$ cat src/rtl/skewed_feeder_if.sv
// Load handshake and skewed stream bundle between the
// array controller and the operand feeder.
interface skewed_feeder_if #(
    parameter int DATA_W = 8,
    parameter int DEPTH  = 7,
    parameter int LANES  = 4
);
    logic                            load_valid;
    logic                            load_ready;
    logic [LANES*DEPTH*DATA_W-1:0]   load_data;
    logic                            enable;
    logic                            abort;
    logic [LANES*DATA_W-1:0]         data_out;
    logic                            out_valid;
    logic                            done;

    modport master (
        output load_valid, load_data, enable, abort,
        input  load_ready, data_out, out_valid, done
    );

    modport slave (
        input  load_valid, load_data, enable, abort,
        output load_ready, data_out, out_valid, done
    );
endinterface

$ cat src/rtl/skewed_feeder.sv
// Operand feeder: buffers one block and streams it as a
// diagonal wavefront, lane i lagging lane 0 by i steps.
module skewed_feeder #(
    parameter int DATA_W = 8,
    parameter int DEPTH  = 7,
    parameter int LANES  = 4
) (
    input  logic            clk,
    input  logic            reset,
    skewed_feeder_if.slave  bus
);
    localparam int CW = $clog2(DEPTH + LANES);
    localparam logic [CW-1:0] LAST = CW'(DEPTH + LANES - 2);

    typedef enum logic {IDLE, STREAM} state_t;

    state_t                   state;
    logic [CW-1:0]            cnt;
    logic [DATA_W-1:0]        mem [LANES][DEPTH];
    logic [LANES*DATA_W-1:0]  data_mux;
    logic                     last_step;

    assign last_step = (state == STREAM) && bus.enable && (cnt == LAST);

    always_ff @(posedge clk or posedge reset) begin
        if (reset) begin
            state <= IDLE;
            cnt   <= '0;
            mem   <= '{default: '0};
        end else if (bus.abort) begin
            state <= IDLE;
            cnt   <= '0;
            mem   <= '{default: '0};
        end else begin
            unique case (state)
                IDLE: begin
                    if (bus.load_valid) begin
                        for (int i = 0; i < LANES; i++)
                            for (int k = 0; k < DEPTH; k++)
                                mem[i][k] <= bus.load_data[(i*DEPTH+DEPTH-1-k)*DATA_W +: DATA_W];
                        cnt   <= '0;
                        state <= STREAM;
                    end
                end
                STREAM: begin
                    if (bus.enable) begin
                        if (cnt == LAST) begin
                            cnt   <= '0;
                            state <= IDLE;
                        end else begin
                            cnt <= cnt + 1'b1;
                        end
                    end
                end
                default: state <= IDLE;
            endcase
        end
    end

    // Lane i shows element k exactly when cnt == i+k; all else pads zero.
    always_comb begin
        data_mux = '0;
        if (state == STREAM)
            for (int i = 0; i < LANES; i++)
                for (int k = 0; k < DEPTH; k++)
                    if (cnt == CW'(i + k))
                        data_mux[i*DATA_W +: DATA_W] = mem[i][k];
    end

    assign bus.load_ready = (state == IDLE) && !bus.abort;
    assign bus.out_valid  = (state == STREAM);
    assign bus.done       = last_step && !bus.abort;
    assign bus.data_out   = data_mux;
endmodule

$ cat src/flat_wrapper.sv
// flat-port wrapper written by rule: the top's interface ports become plain ports
module skewed_feeder_flat 
#(
    parameter int DATA_W = 8,
    parameter int DEPTH  = 7,
    parameter int LANES  = 4
)
  (clk, reset, bus_load_valid, bus_load_data, bus_enable, bus_abort, bus_load_ready, bus_data_out, bus_out_valid, bus_done);
  skewed_feeder_if #(.DATA_W(DATA_W), .DEPTH(DEPTH), .LANES(LANES)) bus_i ();
  input  logic clk;
  input  logic reset;
  input wire logic [$bits(bus_i.load_valid)-1:0] bus_load_valid;
  input wire logic [$bits(bus_i.load_data)-1:0] bus_load_data;
  input wire logic [$bits(bus_i.enable)-1:0] bus_enable;
  input wire logic [$bits(bus_i.abort)-1:0] bus_abort;
  output wire logic [$bits(bus_i.load_ready)-1:0] bus_load_ready;
  output wire logic [$bits(bus_i.data_out)-1:0] bus_data_out;
  output wire logic [$bits(bus_i.out_valid)-1:0] bus_out_valid;
  output wire logic [$bits(bus_i.done)-1:0] bus_done;
  assign bus_i.load_valid = bus_load_valid;
  assign bus_i.load_data = bus_load_data;
  assign bus_i.enable = bus_enable;
  assign bus_i.abort = bus_abort;
  assign bus_load_ready = bus_i.load_ready;
  assign bus_data_out = bus_i.data_out;
  assign bus_out_valid = bus_i.out_valid;
  assign bus_done = bus_i.done;
  skewed_feeder #(.DATA_W(DATA_W), .DEPTH(DEPTH), .LANES(LANES)) u_core (.clk(clk), .reset(reset), .bus(bus_i));
endmodule
$ cat config.mk
export PLATFORM = sky130hd
export DESIGN_NAME = skewed_feeder_flat
export DESIGN_NICKNAME = d
export VERILOG_FILES = /design/src/rtl/skewed_feeder_if.sv /design/src/rtl/skewed_feeder.sv /design/src/flat_wrapper.sv
export SDC_FILE = /design/constraint.sdc
export NUM_CORES = 1
export LEC_CHECK = 0
export BUFFER_PORTS_ARGS = -buffer_cell sky130_fd_sc_hd__buf_2
export CAP_MARGIN = 20
export CORE_ASPECT_RATIO = 1.4
export CORE_MARGIN = 2
export CORE_UTILIZATION = 40
export DETAILED_ROUTE_END_ITERATION = 10
export GPL_TIMING_DRIVEN = 0
export PLACE_DENSITY_LB_ADDON = 0.08
export SYNTH_ARGS = -nofsm -noshare
export SYNTH_HDL_FRONTEND = slang
export SYNTH_SLANG_ARGS = --single-unit
$ cat constraint.sdc
create_clock -name clk -period 11.2 [get_ports clk]
set_input_delay 2.24 -clock clk [delete_from_list [all_inputs] [get_ports clk]]
set_output_delay 2.24 -clock clk [all_outputs]
set_load 0.03 [all_outputs]
==> impl_metrics.py <==
metrics = {
    "routing": {
        "dr.first_iter.drc_count": 502,
        "routedWlPerCell_um": 23.3,
        "wl_um": 35900,
        "drc_errors": 0,
        "detail-route-antenna-nets": 0,
        "vias_per_cell": 5.79,
        "vias": 8935,
        "drt_pass1_iterations": 5,
    },
    "grt": {
        "antenna_found_initial": 3,
        "grt_pass1_wl_um": 54000,
        "grt_usage_pct": 25.4,
        "grt_max_degree": 125,
        "grt-ovfl-total": 0,
        "first_global_vias": 9203,
    },
    "worst_setup_path": {
        "critPathLaunch": "bus_enable",
        "r2r_start": "u_core.bus.out_valid",
        "criticalPathCategory": "in2out",
        "path_max_fanout": 4,
        "required_ns": 8.96,
        "arrival_ns": 2.98,
        "cp-start-kind": "input pin",
        "endpoint_kind": "output port",
    },
    "clock_network": {
        "root_buffer": "clkbuf_16",
        "insertion_delay_ns": 0.51,
        "cts-hold-fix-buffers": 0,
        "clockBufferDepth": 3,
        "tritoncts": "built",
        "clkTransAtPathRegs_ns": 0.06,
        "cts-resized-gates": 0,
        "numCtsBuffers": 25,
        "cts_max_level": 1,
        "post_cts_buffers": 0,
        "cts.sinks": 229,
    },
    "placed_design": {
        "gp_congestion": 0.836,
        "port_buffers": 262,
        "detailed_place_hpwl_um": 26600,
        "dp.cells": 1500,
    },
    "status": {
        "status": "finished clean",
    },
    "synthesis": {
        "seq_area_frac_synth_pct": 54.0,
        "synth_area_um2": 10600,
        "ys_warn_count": 0,
        "synth_cell_types": 53,
        "synth_ff_type": "dfrtp_1",
        "synth-seq-cells": 229,
        "synth_nets": 1142,
        "ys_async_sr_fraction_pct": 100,
        "avgSynthCellArea_um2": 11.6,
        "synth_edf_count": 0,
        "syn_inst": 913,
    },
    "timing": {
        "maxSlewViolCount": 0,
        "setup_viol_count_final": 0,
        "relSlewSlack_pct": 48.6,
        "worst_pin_slew_ns": 0.771,
        "fin_worst_skew_ns": 0.00881,
        "rsz0062_at_grt": "no",
        "post-route-period-util_pct": 46.6,
        "layout_min_cycle_time_ns": 5.22,
        "max_freq_ghz": 0.192,
        "setup_tns_ns": 0,
        "hold_viol": 0,
    },
    "cells_and_area": {
        "n_fill_cell": 2473,
        "nets": 1432,
        "area_growth_pct": 24.6,
        "drive_gt1_share_pct": 32.4,
        "layoutNonFillerInstCount": 1544,
    },
    "die": {
        "start_util_pct": 40.6,
        "core_area_um2": 26100,
        "pin_count": 264,
        "die_area_um2": 27800,
        "die_h_um": 197,
        "fp.dieW_um": 142,
        "rows": 70,
    },
    "hold_path": {
        "hold_start": "u_core.mem[198]",
        "holdCritPathClass": "reg2reg",
    },
    "power_and_ir_drop": {
        "power.leakage_uw": 0.00648,
        "power_density_nw_per_um2": 150,
        "vdd_drop_max_uv": 102,
    },
    "flow_run": {
        "drv_cap": 0,
    },
}
==> cell usage in the layout, fill, tap and decap left out, types with 21 or more instances in the layout <==
cell type,instances
a21o_1,21
buf_2,323
dfrtp_1,229
nor2_1,22
mux2i_1,24
a21oi_1,40
clkbuf_1,28
clkbuf_16,25
a22o_1,226
o21ai_0,56
==> per-layer routing <==
layer	GRT usage, %	vias up	wire (µm)
met4	7.44	4	984
li1	-	4143	-
met5	0	-	27
met1	32.1	4416	14600
met2	44.9	319	18300
met3	3.89	53	1990
==> logic make-up (layout without fill, tap and decap cells) <==
logic type,count (synthesis),in the layout,synth area share [%]
AO/OA/AOI/OAI,442,442,32.1
buffers and inverters,104,410,4.77
flip-flops,229,229,54.0
multiplexers,32,32,3.12
other,0,1,0
AND/OR/NAND/NOR,106,106,5.97
==> final timing paths <==
kind / to / slack, ns / depth (start not counted)
max in group asynchronous: u_core.mem[13] / 8.26 / 3
min in group asynchronous: u_core.mem[153] / 1.84 / 2
worst min-delay path: u_core.mem[198] / 0.50 / 1
worst max-delay path: bus_done / 5.98 / 5
worst max register to register: u_core.mem[2] / 9.00 / 5
worst min register to register: u_core.mem[198] / 0.50 / 1
==> cells in the mapped netlist (all sizes together), types with 2 or more instances <==
library cell | instances | share of area (%)
a211oi | 10 | 0.76
a21o | 21 | 1.5
a21oi | 41 | 2.0
a221o | 8 | 0.76
a221oi | 16 | 1.4
a22o | 226 | 19
a22oi | 2 | 0.14
a31oi | 7 | 0.41
and2 | 2 | 0.12
and3 | 9 | 0.53
buf | 74 | 3.7
clkbuf | 26 | 0.93
dfrtp | 229 | 54
inv | 3 | 0.11
mux2 | 8 | 0.85
mux2i | 24 | 2.3
nand2 | 19 | 0.67
nand2b | 3 | 0.20
nand3 | 9 | 0.42
nand3b | 8 | 0.57
nand4b | 8 | 0.66
nor2 | 24 | 0.90
nor2b | 13 | 0.84
nor3 | 3 | 0.28
o2111ai | 8 | 0.66
o211a | 2 | 0.19
o211ai | 2 | 0.14
o21a | 10 | 0.71
o21ai | 62 | 2.9
o22ai | 16 | 0.94
o31ai | 8 | 0.57
or3b | 3 | 0.25
==> power by group <==
part / leakage, µW / switching [µW] / internal, µW / total, µW
registers: 0.00308 / 30.9 / 875 / 906
clock network: 0.000420 / 336 / 522 / 858
logic: 0.00298 / 124 / 91.9 / 216
total: 0.00648 / 491 / 1490 / 1980
==> flip-flops by register name (all words and copies together) (netlist names) <==
register              flops
u_core.bus.out_valid      1
u_core.cnt                4
u_core.mem              224
==> worst max-delay path, stage by stage <==
cell and delay, ns:
buf_2 0.09, and2_1 0.20, nand2_1 0.07, nor2_1 0.15, buf_2 0.23
==> stage by stage <==
step / utilization (%) / hold slack (ns) / setup slack, ns / power, µW / cell area, µm²
floorplan: - / 0.465 / 2.68 / 1040 / 10600
global placement: 47.2 / 0.482 / -0.0724 / 1130 / 12300
finish: 50.6 / 0.500 / 5.98 / 1980 / 13200
detailed placement: 47.3 / 0.485 / 6.02 / 1140 / 12400
global route: 50.6 / 0.510 / 5.97 / 2050 / 13200
CTS: 50.6 / 0.504 / 6.01 / 2000 / 13200
==> final cells by class <==
type                    instances  area, µm²  share of cell area, %
clock inverters                 8        118                  0.890
repair buffers                263       1340                   10.1
diodes                          1       2.50                 0.0189
clock buffers                  35        733                   5.55
well taps                     324        405                   3.07
multi-input cells             580       4370                   33.1
plain buffers                 100        490                   3.71
flip-flops and latches        229       5730                   43.4
inverters                       4       22.5                  0.171
Power figures use the tool's default switching activity.
